`src/rtl/uart_tx_param.sv`:
```
// uart_tx_param: parameterised UART transmitter with a one-entry holding buffer; parity (i_Parity_Mode, PARITY state) enabled by UART_TX_PARITY_EN
module uart_tx_param #(
  parameter int CLKS_PER_BIT = 217,
  parameter int DATA_BITS = 8,
  parameter int STOP_BITS = 1
) (
  input  logic                 i_Clock,
  input  logic                 i_Rst_L,
  input  logic                 i_TX_DV,
  input  logic [DATA_BITS-1:0] i_TX_Byte,
`ifdef UART_TX_PARITY_EN
  input  logic [1:0]           i_Parity_Mode,
`endif
  output logic                 o_TX_Ready,
  output logic                 o_TX_Active,
  output logic                 o_TX_Serial,
  output logic                 o_TX_Done
);
  localparam int CW = $clog2(CLKS_PER_BIT);
  localparam int IW = $clog2(DATA_BITS + 1);
`ifdef UART_TX_PARITY_EN
  typedef enum logic [2:0] {IDLE, START, DATA, PARITY, STOP} state_t;
`else
  typedef enum logic [2:0] {IDLE, START, DATA, STOP} state_t;
`endif
  state_t state, state_d;
  logic [CW-1:0] cnt, cnt_d;
  logic [IW-1:0] idx, idx_d;
  logic [DATA_BITS-1:0] shift, shift_d, buf_data;
  logic buf_full, accept, load, bit_end, last_stop;
`ifdef UART_TX_PARITY_EN
  logic [1:0] mode, buf_mode;
  logic par_bit, has_par;
  assign has_par = mode[0] ^ mode[1];
`endif
  assign accept = i_TX_DV & ~buf_full;
  assign bit_end = cnt == CW'(CLKS_PER_BIT - 1);
  assign last_stop = state == STOP && bit_end && idx == IW'(STOP_BITS - 1);
  assign load = buf_full && (state == IDLE || last_stop);
  assign o_TX_Ready = ~buf_full;
  assign o_TX_Done = last_stop;
  assign o_TX_Active = state == START || state == DATA || state == STOP
`ifdef UART_TX_PARITY_EN
    || state == PARITY
`endif
    ;
`ifdef UART_TX_PARITY_EN
  assign o_TX_Serial = state == START ? 1'b0 : state == DATA ? shift[0] : state == PARITY ? par_bit : 1'b1;
`else
  assign o_TX_Serial = state == START ? 1'b0 : state == DATA ? shift[0] : 1'b1;
`endif
  // holding buffer: filled only while empty, drained when a frame starts
  always_ff @(posedge i_Clock or negedge i_Rst_L)
    if (!i_Rst_L) begin
      buf_full <= 1'b0;
      buf_data <= '0;
`ifdef UART_TX_PARITY_EN
      buf_mode <= 2'b00;
`endif
    end else if (accept) begin
      buf_full <= 1'b1;
      buf_data <= i_TX_Byte;
`ifdef UART_TX_PARITY_EN
      buf_mode <= i_Parity_Mode;
`endif
    end else if (load) begin
      buf_full <= 1'b0;
    end
  always_ff @(posedge i_Clock or negedge i_Rst_L)
    if (!i_Rst_L) begin
      state <= IDLE;
      cnt <= '0;
      idx <= '0;
      shift <= '0;
`ifdef UART_TX_PARITY_EN
      mode <= 2'b00;
      par_bit <= 1'b0;
`endif
    end else begin
      state <= state_d;
      cnt <= cnt_d;
      idx <= idx_d;
      shift <= shift_d;
`ifdef UART_TX_PARITY_EN
      if (load) begin
        mode <= buf_mode;
        par_bit <= ^buf_data ^ buf_mode[1];
      end
`endif
    end
  always_comb begin
    state_d = state;
    cnt_d = bit_end ? '0 : cnt + 1'b1;
    idx_d = idx;
    shift_d = shift;
    case (state)
      IDLE: begin
        cnt_d = '0;
        state_d = load ? START : IDLE;
        shift_d = load ? buf_data : shift;
      end
      START: state_d = bit_end ? DATA : START;
      DATA: if (bit_end) begin
        shift_d = shift >> 1;
        idx_d = idx == IW'(DATA_BITS - 1) ? '0 : idx + 1'b1;
`ifdef UART_TX_PARITY_EN
        state_d = idx == IW'(DATA_BITS - 1) ? (has_par ? PARITY : STOP) : DATA;
`else
        state_d = idx == IW'(DATA_BITS - 1) ? STOP : DATA;
`endif
      end
`ifdef UART_TX_PARITY_EN
      PARITY: state_d = bit_end ? STOP : PARITY;
`endif
      STOP: if (bit_end) begin
        idx_d = last_stop ? '0 : idx + 1'b1;
        state_d = last_stop ? (load ? START : IDLE) : STOP;
        shift_d = last_stop && load ? buf_data : shift;
      end
      default: begin
        state_d = IDLE;
        cnt_d = '0;
        idx_d = '0;
      end
    endcase
  end
endmodule

```
`config.mk`:
```
export PLATFORM = sky130hd
export DESIGN_NAME = uart_tx_param
export DESIGN_NICKNAME = d
export VERILOG_FILES = /design/src/rtl/uart_tx_param.sv
export SDC_FILE = /design/constraint.sdc
export NUM_CORES = 1
export LEC_CHECK = 0
export ABC_AREA = 1
export CORE_ASPECT_RATIO = 0.9
export CORE_MARGIN = 5
export CORE_UTILIZATION = 50
export DETAILED_ROUTE_END_ITERATION = 7
export DONT_BUFFER_PORTS = 1
export PLACE_DENSITY = 0.71
export SYNTH_ARGS = -nofsm -noshare
export SYNTH_HDL_FRONTEND = slang
export SYNTH_SLANG_ARGS = --single-unit
```
`constraint.sdc`:
```
create_clock -name i_Clock -period 1.75 [get_ports i_Clock]
set_input_delay 0.35 -clock i_Clock [delete_from_list [all_inputs] [get_ports i_Clock]]
set_output_delay 0.35 -clock i_Clock [all_outputs]
set_load 0.02 [all_outputs]
```
Word-level counts from Yosys, hierarchy flattened
Index checks and enable logic that the tools add are counted.
{ "totals": {"regBits": 32, "latch_bits": 0, "ramBits": 0, "mem_bits_ro": 0, "in_bits": 11, "out_inout_bits": 4, "mem_count": 0} }
{ "classes": {"add_sub_neg": 2, "mul": 0, "div_mod_pow": 0, "n_lt_le_gt_ge": 0, "eq_ne": 9, "shifts": 0, "muxes": 23, "bitwise_logic": 3, "reduce_logical": 16} }
{ "op_table": {"columns": ["operator", "count"], "rows": [
  ["8-bit 2-to-1 mux", 6],
  ["8-bit case mux with 3 select lines", 1],
  ["4-bit 2-to-1 mux", 4],
  ["3-bit case mux with 4 select lines", 1],
  ["4-bit case mux with 3 select lines", 1],
  ["8-bit by 1-bit adder with 8-bit output (second input constant)", 1],
  ["8-bit equality test (second input constant)", 1],
  ["3-bit by 2-bit equality test with 1-bit output (second input constant)", 2],
  ["1-bit 2-to-1 mux", 6],
  ["3-bit 2-to-1 mux", 2],
  ["2-bit != test (second input constant)", 3],
  ["5-bit AND reduction", 1],
  ["4-bit by 1-bit adder with 4-bit output (second input constant)", 1],
  ["4-bit by 3-bit equality test with 1-bit output (second input constant)", 1],
  ["1-bit logical AND", 4],
  ["4-bit logical NOT", 1],
  ["2-bit 2-to-1 mux", 2],
  ["3-bit by 1-bit equality test with 1-bit output (second input constant)", 1],
  ["3-bit logical NOT", 1],
  ["1-bit logical OR", 3],
  ["3-bit AND reduction", 1],
  ["3-bit nonzero test", 1],
  ["3-bit OR reduction", 1],
  ["2-bit by 1-bit != test with 1-bit output (second input constant)", 1],
  ["other kinds (5)", 6]
]} }

Longest topological paths before layout
{ "depth": {"depth_word": 9, "depth_mapped": 11, "mapped_depth_nobuf": 11} }

Least setup slack after synthesis
No wires, ideal clock.
{ "synth_path": {"path_type": "reg-to-output", "from": "reg cnt[0]", "to": "out o_TX_Done", "arrival_ps": 1193, "required_ps": 1400, "slack_ps": 207, "path_stages_with_launch": 9, "n_path_buf": 0, "cell_sequence": "dfrtp_1 inv_1 ha_1 inv_1 nor2_4 nand2_1 inv_2 nand2_1 inv_1"} }
{ "synth_via": {"elab_chain_cells": 3} }
{ "synth_lines": {"columns": ["item", "line", "source"], "rows": [
  ["start, declared", "27", "logic [CW-1:0] cnt, cnt_d;"],
  ["start signal, assigned", "81", "cnt <= cnt_d;"],
  ["8-bit equality test", "37", "assign bit_end = cnt == CW'(CLKS_PER_BIT - 1);"],
  ["1-bit logical AND (2 in a row)", "38", "assign last_stop = state == STOP && bit_end && idx == IW'(STOP_BITS - 1);"],
  ["end, declared", "17", "output logic o_TX_Done"]
]} }
Every way passes these cells.

Worst setup path in the final report
{ "layout_path": {"from": "reg idx[1]", "to": "out o_TX_Done"} }
{ "layout_via": {"elab_chain_cells": 2} }
{ "layout_lines": {"columns": ["item", "line", "source"], "rows": [
  ["start, declared", "28", "logic [IW-1:0] idx, idx_d;"],
  ["start signal, assigned", "82", "idx <= idx_d;"],
  ["4-bit logical NOT", "38", null],
  ["1-bit logical AND", "38", null]
]} }
Every way passes these cells.

==> flow_metrics.tcl <==
set metrics [dict create \
    vias_per_cell 5.02 \
    cts_tree "done" \
    cap_violations 0 \
    pwr-share-seq_pct 52.1 \
    whs_ps 155 \
    wl_per_cell_microns 12.3 \
    crit_path_end_kind "primary output" \
    pwr-share-clk_pct 37.8 \
    violations "negative setup slack" \
    grt_pass1_vias 1225 \
    yosysTopAreaCell "dfrtp_1" \
    r2r_slack_ps 160 \
    first_pass_iters 4 \
    antenna_cells 0 \
    ys_types 23 \
    die_y_microns 63.6 \
    drt_iter0_markers 51 \
    ioPinCount 15 \
    cts.sinks 31 \
    hold_viol 0 \
    cp_max_fo 3 \
    place_congestion 0.865 \
    final.setup.tns_ps -6.15 \
    rsz0062_at_grt "true" \
    rows 19 \
    grt_max_degree 32 \
    ir_drop_mv 0.555 \
    yosysSeqAreaShare_pct 48.6 \
    clock-root-buffer "clkbuf_4" \
    grt_antenna_before_repair 0 \
    fin_area_sq_mm 0.00192 \
    holdCritStartpoint "i_TX_Byte[6]" \
    htree_num_levels 2 \
    core-area_sq_mm 0.00307 \
    die_w_microns 69.6 \
    syn-num-nets 207 \
    fin_crit_sh_pct 100 \
    ys.flop_type "dfrtp_1" \
    worst_slack_ps -6.15 \
    drive_above_1_share_pct 25.5 \
    r2r-end "shift[0]$_DFFE_PN0P_" \
    cp.arrival_ps 1410 \
    p_leak_uw 0.00102 \
    period_needed_ps 1760 \
    p_comb_share_pct 10.1 \
    ys_seq_elements 31 \
    initial_core_util_pct 52.1 \
    syn_inst 192 \
    synth_top_cell_area_share_pct 48.6 \
    holdPathEnd "buf_data[6]$_DFFE_PN0P_" \
    vias 1296 \
    cp-start-kind "flop" \
    relSlewSlack_pct 59.0 \
    synthArstFlopShare_pct 100 \
    synth_area_leaders "dfrtp_1 (49%), nand2_1 (15%), inv_1 (4.9%)" \
    path_clk_slew_ps 100 \
    hold_path_class "primary input to flop" \
    syn_to_final_growth_pct 20.2 \
    slew_viol_final 0 \
    clock_latency_ps 340 \
    grt_pass1_wl_microns 5430 \
    power.density_mw_per_mm2 816 \
    syn_area_per_cell_sq_um 8.32 \
    worst_pin_slew_ps 610 \
    holdPathStages 1 \
    layout.nets 230 \
    place_area_sq_mm 0.00166 \
    required_ps 1400 \
    cts_made_buffers 5 \
    globalRouteTotalUtil_pct 15.4 \
    io_buffer_count 0 \
    fin_skew_ps 9.76 \
    cts_buffer_depth 2 \
    critical_path_class "flop to primary output" \
    grt-ovfl-total 0 \
    status "finished, violations left" \
    intPower_uw 1200 \
    ant_nets 0 \
    drc 0 \
    wl_microns 3180 \
    swShare_pct 23.2 \
    setup_viol 1 \
    fmax_ghz 0.569 \
    reg2reg_from "cnt[0]$_DFF_PN0_" \
    synth_edf_count 0 \
    ys.warnings.count 0 \
    power_switching_uw 363 \
    die-area_sq_mm 0.00442 \
    r2r_cells 10 \
    synth_area_sq_mm 0.00160 \
    dp_hpwl_microns 2190 \
]
-- cells in the mapped netlist (2+ instances only) --
cell       count
a21oi_1        8
o21ai_0        3
nand3_1       13
nand4_1        2
nand2_1       65
inv_1         21
dfrtp_1       31
o2111ai_1      2
nor2_1        19
mux2_2         7
nor2_4         2
nand2_2        3
xor2_1         3
ha_1           4
-- state kept, by name, summed over array words and instances, names as in the netlist --
name      count
buf_full      1
shift         8
cnt           8
idx           4
state         2
buf_data      8
-- per-layer routing --
metal	share of wire [%]	global-route usage [%]	vias to the layer above
met5	0	0	-
li1	-	-	652
met1	45	20.0	612
met2	48	23.9	25
met3	4.7	4.45	7
met4	1.8	6.59	0
-- power by group through the flow --
| stage | Clock (uW) | Combinational, uW | Sequential [uW] |
|---|---|---|---|
| 3_3_place_gp | 0 | 138 | 827 |
| 5_1_grt | 638 | 184 | 829 |
| 6_report | 591 | 158 | 816 |
| 4_1_cts | 603 | 161 | 817 |
| 3_5_place_dp | 0 | 138 | 832 |
| 2_1_floorplan | 0 | 117 | 821 |
-- area by class of cell --
type	instances	area, sq um
repair buffers	18	150
fillers	246	1150
clock buffers	6	51.3
multi-input cells	137	768
clock inverters	2	35.0
flip-flops and latches	31	777
well taps	42	52.6
inverters	22	85.1
-- worst max-delay path by stage --
stage / from / endpoint / slack [ps] / cells after the start
floorplan: cnt[0]$_DFF_PN0_ / o_TX_Done / 210 / 8
global placement: cnt[0]$_DFF_PN0_ / o_TX_Done / 190 / 8
detailed placement: cnt[0]$_DFF_PN0_ / shift[3]$_DFFE_PN0P_ / 150 / 9
CTS: idx[0]$_DFFE_PN0P_ / o_TX_Done / -10 / 6
global route: idx[1]$_DFFE_PN0P_ / o_TX_Done / -70 / 6
finish: idx[1]$_DFFE_PN0P_ / o_TX_Done / -6 / 6
-- critical path, cell delays in order, from the launching register on --
cell and delay, ps:
dfrtp_1 410, inv_1 100, ha_2 200, nand2_2 80
nor2_4 140, nand2_4 70, inv_4 70
-- cell families after synthesis --
family / count (synthesis) / synth area share, %
AO/OA/AOI/OAI: 15 / 5.88
XOR/XNOR: 4 / 2.19
adder cells (fa/ha/maj): 4 / 3.13
buffers and inverters: 24 / 5.96
flip-flops: 31 / 48.6
multiplexers: 7 / 4.94
AND/OR/NAND/NOR: 107 / 29.3
-- through the flow --
| stage | power, uW | util (%) | worst slack (ps) | cells |
|---|---|---|---|---|
| floorplan | 938 | - | 207 | 192 |
| global placement | 966 | 54.1 | 188 | 235 |
| detailed placement | 971 | 54.1 | 152 | 235 |
| CTS | 1580 | 59.2 | -11.2 | 249 |
| global route | 1650 | 62.6 | -65.7 | 258 |
| finish | 1570 | 62.6 | -6.15 | 258 |
-- layout by cell type, fill, tap and decap left out, types with 3 or more instances in the layout --
cell type,n
nor2_1,16
nand3_1,13
nand2_2,6
xor2_1,3
a21oi_1,8
o21ai_0,3
nor2_4,3
dfrtp_1,30
buf_4,16
nand2_1,61
mux2_2,7
inv_2,4
inv_1,17
clkbuf_4,5
-- what timing repair did --
action / 4_1_cts / 5_1_grt
endpoints found under the setup margin: 2 / 10
pin swaps: 1 / 4
resized for setup: 5 / 13
endpoints found under the hold margin: 31 / 0
hold buffers: 2 / 0
setup buffers: 4 / 9
No activity file was read; power rests on OpenSTA's default activity.
